## src/rtl/mem_port_arbiter.sv

```systemverilog
`timescale 1ns/1ps
// Shares one SRAM-like memory port between the fetch and data requesters, one transaction in flight.
// Optional ARB_ROUND_ROBIN_EN: alternate grants on contention instead of fixed data-over-inst priority.
module mem_port_arbiter (
  input  logic        clk,
  input  logic        reset,

  input  logic        inst_req,
  input  logic [31:0] inst_addr,
  output logic        inst_addr_ok,
  output logic [31:0] inst_rdata,
  output logic        inst_data_ok,

  input  logic        data_req,
  input  logic        data_wr,
  input  logic [1:0]  data_size,
  input  logic [31:0] data_addr,
  input  logic [31:0] data_wdata,
  output logic        data_addr_ok,
  output logic [31:0] data_rdata,
  output logic        data_data_ok,

  output logic        mem_req,
  output logic        mem_wr,
  output logic [1:0]  mem_size,
  output logic [31:0] mem_addr,
  output logic [31:0] mem_wdata,
  input  logic        mem_addr_ok,
  input  logic [31:0] mem_rdata,
  input  logic        mem_data_ok,

  output logic        busy
);

  typedef enum logic [1:0] {
    S_IDLE = 2'd0,
    S_ADDR = 2'd1,
    S_DATA = 2'd2
  } state_t;

  typedef enum logic {
    OWN_INST = 1'b0,
    OWN_DATA = 1'b1
  } owner_t;

  state_t      state, state_nx;
  owner_t      owner, owner_nx;
  owner_t      last,  last_nx;

  logic        wr_q;
  logic [1:0]  size_q;
  logic [31:0] addr_q;
  logic [31:0] wdata_q;

  logic        grant_inst;
  logic        grant_data;
  logic        in_data;

  // Grants are only ever issued from IDLE; contention policy is the build option.
  always_comb begin
    grant_inst = 1'b0;
    grant_data = 1'b0;
    if (state == S_IDLE) begin
      if (data_req && inst_req) begin
`ifdef ARB_ROUND_ROBIN_EN
        if (last == OWN_DATA) begin
          grant_inst = 1'b1;
        end else begin
          grant_data = 1'b1;
        end
`else
        grant_data = 1'b1;
`endif
      end else if (data_req) begin
        grant_data = 1'b1;
      end else if (inst_req) begin
        grant_inst = 1'b1;
      end
    end
  end

  always_comb begin
    state_nx = state;
    owner_nx = owner;
    last_nx  = last;
    case (state)
      S_IDLE: begin
        if (grant_data) begin
          owner_nx = OWN_DATA;
          last_nx  = OWN_DATA;
          state_nx = S_ADDR;
        end else if (grant_inst) begin
          owner_nx = OWN_INST;
          last_nx  = OWN_INST;
          state_nx = S_ADDR;
        end
      end
      S_ADDR: begin
        // A same-cycle mem_data_ok is deliberately ignored here.
        if (mem_addr_ok) begin
          state_nx = S_DATA;
        end
      end
      S_DATA: begin
        if (mem_data_ok) begin
          state_nx = S_IDLE;
        end
      end
      default: begin
        state_nx = S_IDLE;
      end
    endcase
  end

  always_ff @(posedge clk or posedge reset) begin
    if (reset) begin
      state <= S_IDLE;
      owner <= OWN_INST;
      last  <= OWN_DATA;
    end else begin
      state <= state_nx;
      owner <= owner_nx;
      last  <= last_nx;
    end
  end

  always_ff @(posedge clk or posedge reset) begin
    if (reset) begin
      wr_q    <= 1'b0;
      size_q  <= '0;
      addr_q  <= '0;
      wdata_q <= '0;
    end else if (grant_data) begin
      wr_q    <= data_wr;
      size_q  <= data_size;
      addr_q  <= data_addr;
      wdata_q <= data_wdata;
    end else if (grant_inst) begin
      wr_q    <= 1'b0;
      size_q  <= 2'd2;
      addr_q  <= inst_addr;
      wdata_q <= '0;
    end
  end

  assign in_data = (state == S_DATA);

  always_comb begin
    inst_addr_ok = grant_inst;
    data_addr_ok = grant_data;

    mem_req   = (state == S_ADDR);
    mem_wr    = wr_q;
    mem_size  = size_q;
    mem_addr  = addr_q;
    mem_wdata = wdata_q;

    inst_data_ok = 1'b0;
    data_data_ok = 1'b0;
    inst_rdata   = '0;
    data_rdata   = '0;
    if (in_data) begin
      if (owner == OWN_INST) begin
        inst_data_ok = mem_data_ok;
        inst_rdata   = mem_rdata;
      end else begin
        data_data_ok = mem_data_ok;
        data_rdata   = mem_rdata;
      end
    end

    busy = (state != S_IDLE);
  end

endmodule

```

## config.mk

```make
export PLATFORM = sky130hd
export DESIGN_NAME = mem_port_arbiter
export DESIGN_NICKNAME = d
export VERILOG_FILES = /design/src/rtl/mem_port_arbiter.sv
export SDC_FILE = /design/constraint.sdc
export NUM_CORES = 1
export LEC_CHECK = 0
export CAP_MARGIN = 20
export CORE_ASPECT_RATIO = 0.75
export CORE_MARGIN = 3
export CORE_UTILIZATION = 34
export CTS_BUF_LIST = sky130_fd_sc_hd__clkbuf_4 sky130_fd_sc_hd__clkbuf_8 sky130_fd_sc_hd__clkbuf_16
export DETAILED_ROUTE_END_ITERATION = 16
export PLACE_DENSITY = 0.83
export SLEW_MARGIN = 20
export SYNTH_ARGS = -nofsm -noshare
export SYNTH_HDL_FRONTEND = slang
export SYNTH_SLANG_ARGS = --single-unit
```

## constraint.sdc

```tcl
create_clock -name clk -period 2.8 [get_ports clk]
set_input_delay 0.42 -clock clk [delete_from_list [all_inputs] [get_ports clk]]
set_output_delay 0.42 -clock clk [all_outputs]
set_load 0.1 [all_outputs]
```

After elaboration in Yosys (flattened, before gate mapping)
Cells that the tools add are included.
{"block": "classes", "n_mux": 29, "reduce_logical": 6, "eq_ne": 5}
{"cell": "$mux 32", "count": 8}
{"cell": "$mux 1", "count": 14}
{"cell": "$mux 2", "count": 6}
{"cell": "$pmux 2 s3", "count": 1}
{"cell": "$reduce_bool 2->1", "count": 2}
{"cell": "$ne 3x3->1 const B", "count": 1}
{"cell": "$reduce_and 3->1", "count": 1}
{"cell": "$eq 2x1->1 const B", "count": 1}
{"cell": "$eq 2x2->1 const B", "count": 1}
{"cell": "$logic_not 2->1", "count": 1}
{"cell": "$ne 2x1->1 const B", "count": 1}
{"cell": "$ne 2x2->1 const B", "count": 1}
{"cell": "$reduce_and 2->1", "count": 1}
{"cell": "$logic_and 1x1->1", "count": 1}
{"block": "totals", "register_bits": 70, "output_inout_bits": 137}

Depth between registers and ports, before layout
Gate-level depths: netlist of run 1.
{"block": "logic_depth", "depth_word": 7, "ltp_mapped": 5}

Least setup slack after synthesis of run 1
Ideal clock, no wire load.
{"block": "synth_path", "path_kind": "input -> output", "start": "in data_req", "end": "out inst_addr_ok", "t_arrival_ns": 1.954, "path_slack_ns": 0.426, "required_ns": 2.380, "cell_stages": 3, "n_path_buf": 2, "path_cell_list": "buf_6 > buf_6 > nor2_1"}
{"block": "synth_via", "elab_chain_len": 3, "word_cells_on_any_way": 4}
{"item": "from (decl)", "line": "14", "text": "input logic data_req,"}
{"item": "$mux 1 or $logic_and 1x1->1 (tied branches)", "line": "74, 64"}
{"item": "$mux 1 *", "line": "64", "text": "if (data_req && inst_req) begin"}
{"item": "$mux 1 *", "line": "63", "text": "if (state == S_IDLE) begin"}
{"item": "to (decl)", "line": "10", "text": "output logic inst_addr_ok,"}
Mark *: on every way between the ends. The rest lies on a longest branch, timed or not.

Worst setup path after layout of run 1
{"block": "layout_path", "start": "reg state[0]", "end": "out data_rdata[11]"}
{"block": "layout_via", "elab_chain_len": 2}
{"item": "from (decl)", "line": "46", "text": "state_t state, state_nx;"}
{"item": "from (signal assigned)", "line": "121", "text": "state <= state_nx;"}
{"item": "$eq 2x2->1", "line": "146", "text": "assign in_data = (state == S_DATA);"}
{"item": "$mux 32", "line": "162", "text": "if (in_data) begin"}
{"item": "to (decl)", "line": "20", "text": "output logic [31:0] data_rdata,"}
No other way between the ends.

==> out/results.txt, run 1 <==
Final setup viols - 0
Worst slew margin - 67.42%
Clk root buf - clkbuf_16
Area leader, netlist - dfrtp_1
Synthesis Warnings - 0
Die height - 94.47 um
Vias per inst - 4.723
Gate Count Post-Synth - 276
# resized after CTS - 0
Crit path launch type - flip-flop
Tot GR Track Use - 21.02%
# hold bufs at CTS - 0
Commonest non-fill, non-tap cell in the layout - clkdlybuf4s50_1
Crit end category - output port
Clock transition at path regs - 0.05 ns
Initial antenna violation count - 1
CTS tree - built
CTS Buf Count - 9
Fmax - 460.6 MHz
CP Max Fanout - 33
Total clock sinks - 70
WL per Instance - 18.46 um
P&R area growth vs syn - 103.0%
Routed WL - 12640 um
First-pass GRT wire length - 18860 um
Max Slew Vio Count - 0
Initial DRC Count - 101
Hold crit path type - primary input to asynchronous set/reset pin
Synth cell types - 21
Largest net degree at the start of global routing - 37
Delay of the slowest critical-path stage - 0.39 ns
CTS Buffer Depth - 2
Vias in the first global route - 3452
Final ANT Viol Nets - 0
Seq cells post-synth - 70
Worst-Margin Slew - 0.4887 ns
DIE WIDTH - 124.0 um
Row count - 31
Critical Path, Cell by Cell - nand2b_1 -> nor2_1 -> buf_4 -> and2_1 -> buf_12
# H-tree levels - 3
Worst Path Arrival - 1.75 ns
Die footprint - 11710 um^2
Slowest CP cell - dfrtp_1
IO buf count - 273
Setup Total Neg Slack - 0 ns
Layout cell share with drive strength beyond 1 - 41.23%
Synth top area share - 49.37%
Post-layout min period - 2.171 ns
Mapped Area - 3548 um^2
Nets@finish - 685
Initial Util - 35.88%
Syn nets - 413
Core ar. - 9891 um^2
DR pass1 iterations - 4
GR Overflow Total - 0
Period utilisation layout - 77.54%
IO Pins - 274
GP Congestion - 0.7274
Worst Skew - 0.007937 ns
Setup Buffers After CTS - 0
Antenna Cells - 0
Number of max-cap violations - 0
Layout fillers - 675
Synth top area cells - dfrtp_1 (49%), and2_1 (12%), mux2_4 (11%)
Setup slack after placement - 0.7807 ns
RSZ-0062 raised after global routing - no
Final setup margin - 0.6289 ns
Register area share after synthesis - 49.37%
Kind of critical path - flip-flop to output port
DR vias - 3235
Most frequent cells in the layout - clkdlybuf4s50_1 (135), buf_4 (79), dfrtp_1 (70)
Data required time at the worst endpoint - 2.38 ns
Endpoints failing hold - 0
Synth Area per Inst - 12.86 um^2
Worst-skew pair later-pin latency - 0.32 ns
Outcome - complete, no violations
DRC - 0
HPWL after DPL - 10440 um
[state kept, by name, indices dropped and copies added, names as in the netlist]
register / flops
mem_addr: 32
mem_wdata: 32
mem_size: 2
state: 2
mem_wr: 1
owner: 1
[synth_stat cells]
cell	count
mux2_4	27
clkbuf_2	6
buf_2	2
and2_1	67
mux2_2	35
nor2_2	1
nand2_1	2
buf_4	6
o2bb2ai_1	1
nand2b_1	2
buf_6	7
nor2_1	3
and3b_1	1
o21ai_0	2
a21oi_1	1
a21o_1	1
a22oi_1	1
inv_1	6
o21ai_2	1
dfrtp_1	70
a22o_1	34
[worst max-delay path, delay by kind of cell, from the launching register on]
kind                   cells  cell delay, ns
and+or+nand+nor            3            0.55
DFF                        1            0.39
buffers and inverters      2            0.48
[worst paths after layout]
path                                         start                         to  slack, ns  depth (start not counted)
max                           state[0]$_DFFE_PP0P_             data_rdata[11]       0.63                          5
min                                          reset  mem_wdata[17]$_DFFE_PP0P_       0.44                          2
max reg2reg                   state[0]$_DFFE_PP0P_    mem_addr[9]$_DFFE_PP0P_       1.35                          4
min reg2reg                mem_addr[0]$_DFFE_PP0P_    mem_addr[0]$_DFFE_PP0P_       0.50                          1
max in group asynchronous                    reset   mem_addr[31]$_DFFE_PP0P_       1.68                          3
min in group clk           mem_addr[0]$_DFFE_PP0P_    mem_addr[0]$_DFFE_PP0P_       0.50                          1
[metal layers]
| layer | share of wire, % | GRT usage [%] | up-vias |
|---|---|---|---|
| li1 | - | - | 1503 |
| met1 | 37 | 24.99 | 1577 |
| met2 | 53 | 36.75 | 139 |
| met3 | 8.8 | 7.665 | 14 |
| met4 | 1.2 | 4.193 | 2 |
| met5 | 0.10 | 0 | - |
[layout make-up]
cell class | count | area [um^2] | area share, %
clock buffer | 11 | 252.7 | 3.508
multi-input combinational | 179 | 1618 | 22.46
tap | 132 | 165.2 | 2.292
timing repair buffer | 282 | 3291 | 45.68
sequential | 70 | 1752 | 24.31
clock inverter | 5 | 103.9 | 1.441
inverter | 6 | 22.52 | 0.3126
[through the flow]
| stage | area (um^2) | cells | hold WS, ns | utilization [%] |
|---|---|---|---|---|
| finish | 7204 | 685 | 0.4355 | 72.84 |
| CTS | 7204 | 685 | 0.4286 | 72.84 |
| floorplan | 3548 | 276 | 0.4727 | - |
| detailed placement | 6848 | 669 | 0.4760 | 69.23 |
| global placement | 6848 | 669 | 0.4819 | 69.23 |
| global route | 7204 | 685 | 0.4469 | 72.84 |
[cells by family (layout without fill, tap and decap cells)]
group | after synthesis | in the layout | synth area share [%]
AND/OR/NAND/NOR | 76 | 76 | 13.12
flip-flops | 70 | 70 | 49.37
multiplexers | 62 | 62 | 22.53
AO/OA/AOI/OAI | 41 | 41 | 9.732
buffers and inverters | 27 | 304 | 5.254
Power of run 1 is left out: the tool's default activity adds up to more than one toggle a clock period on the data nets, which glitch-free logic cannot reach.
==> run 2: changes to the inputs <==
Clock period 2.8 ns to 2 ns, I/O delays scaled along.
==> out/results.txt, run 2 (synthesized netlist as in run 1, its figures left out) <==
Layout fillers - 630
Worst-Margin Slew - 0.3731 ns
Vias in the first global route - 3546
Slowest CP cell - dfrtp_1
Initial Util - 35.88%
Largest net degree at the start of global routing - 71
CTS Buffer Depth - 2
Final setup margin - 0.06594 ns
Worst slew margin - 75.13%
Reg2reg path depth - 4
Data required time at the worst endpoint - 1.70 ns
Die height - 94.47 um
Max Slew Vio Count - 0
Commonest non-fill, non-tap cell in the layout - clkdlybuf4s50_1
DIE WIDTH - 124.0 um
Levels on crit path - 5
HPWL after DPL - 10920 um
Crit end category - output port
DR vias - 3268
GP Congestion - 0.7357
Crit path launch type - flip-flop
GR Overflow Total - 0
DR pass1 iterations - 4
Worst Skew - 0.006464 ns
Antenna Cells - 0
Final ANT Viol Nets - 0
CTS Buf Count - 9
IO buf count - 273
Row count - 31
Fmax - 517.0 MHz
Outcome - complete, no violations
Delay of the slowest critical-path stage - 0.40 ns
Critical Path, Cell by Cell - nand2b_4 -> nor2_4 -> buf_12 -> and2_1 -> buf_12
Kind of critical path - flip-flop to output port
Layout cell share with drive strength beyond 1 - 42.81%
Placed Area - 6949 um^2
# hold bufs at CTS - 0
Die footprint - 11710 um^2
First-pass GRT wire length - 19820 um
Setup Buffers After CTS - 0
Clock transition at path regs - 0.05 ns
Final core utilization - 74.60%
Vias per inst - 4.750
DRC - 0
Nets@finish - 688
Clk root buf - clkbuf_16
Setup Total Neg Slack - 0 ns
Worst Path Arrival - 1.63 ns
Crit-path leading delay family - simple AND/OR/NAND/NOR gates
# H-tree levels - 3
Total clock sinks - 70
Initial antenna violation count - 0
Fin area - 7378 um^2
Most used cell, CP - buf_12
CP Max Fanout - 17
Core ar. - 9891 um^2
Post-layout min period - 1.934 ns
Buf/Inv on CP - 2
Initial DRC Count - 88
IO Pins - 274
CTS tree - built
Worst-skew pair later-pin latency - 0.32 ns
P&R area growth vs syn - 107.9%
Routed WL - 13840 um
Final setup viols - 0
Period utilisation layout - 96.70%
Setup slack after placement - 0.2050 ns
WL per Instance - 20.11 um
Most frequent cells in the layout - clkdlybuf4s50_1 (135), buf_12 (75), buf_4 (71)
Number of max-cap violations - 0
Endpoints failing hold - 0
Hold crit path type - primary input to asynchronous set/reset pin
Tot GR Track Use - 22.56%
RSZ-0062 raised after global routing - yes
## run 2: changes by cell type in the layout (fill, tap and decap cells not counted), moves of 3 or more
cell	delta
buf_12	+8
buf_4	-8
and2_1	-3
and2_4	+3
nor2_1	-3
## run 2: area by class of cell
| class | instances | area (um^2) | area share [%] |
|---|---|---|---|
| clock inverters | 5 | 106.4 | 1.441 |
| clock buffers | 11 | 246.5 | 3.341 |
| well taps | 132 | 165.2 | 2.238 |
| multi-input cells | 179 | 1650 | 22.37 |
| inverters | 6 | 26.28 | 0.3561 |
| flip-flops and latches | 70 | 1752 | 23.74 |
| repair buffers | 285 | 3432 | 46.52 |
## run 2: through the flow
stage | instances | hold WS [ns]
6_report | 688 | 0.4164
3_3_place_gp | 670 | 0.4754
5_1_grt | 688 | 0.4719
2_1_floorplan | 276 | 0.4076
3_5_place_dp | 670 | 0.4945
4_1_cts | 686 | 0.4345
## run 2: path summary, 6_finish.rpt
path / startpoint / to / slack (ns)
max in group asynchronous: reset / mem_wdata[0]$_DFFE_PP0P_ / 1.28
max: state[0]$_DFFE_PP0P_ / data_rdata[30] / 0.07
min: reset / mem_addr[21]$_DFFE_PP0P_ / 0.42
min reg2reg: mem_addr[29]$_DFFE_PP0P_ / mem_addr[29]$_DFFE_PP0P_ / 0.50
max reg2reg: state[1]$_DFFE_PP0P_ / mem_wdata[19]$_DFFE_PP0P_ / 0.47
min in group clk: mem_addr[29]$_DFFE_PP0P_ / mem_addr[29]$_DFFE_PP0P_ / 0.50
## run 2: worst reg2reg max path, stage by stage (launching register included)
cell,delay [ns]
dfrtp_1,0.42
nor2_2,0.23
and2_1,0.27
buf_4,0.33
a22o_1,0.22
## run 2: routing by layer
layer  routed length [um]  track usage (%)  vias up
li1                     -                -     1507
met1                 5221            26.07     1585
met2                 7009            39.00      148
met3                 1195            7.425       28
met4                  413            8.387        0
met5                    0                0        -
## run 2: timing repair
action,CTS,global route
cloned,0,2
resized for setup,2,19
pin swaps,0,1
setup endpoints to repair,66,66
Power of run 2 is left out for the same reason.
==> run 3: changes to the inputs <==
Settings changed: CTS_CLUSTER_DIAMETER set to 50, TNS_END_PERCENT set to 20.
==> results of run 3 <==
No change in the layout: final DEF, timing and power equal those of run 2.
Power of run 3 is left out for the same reason.
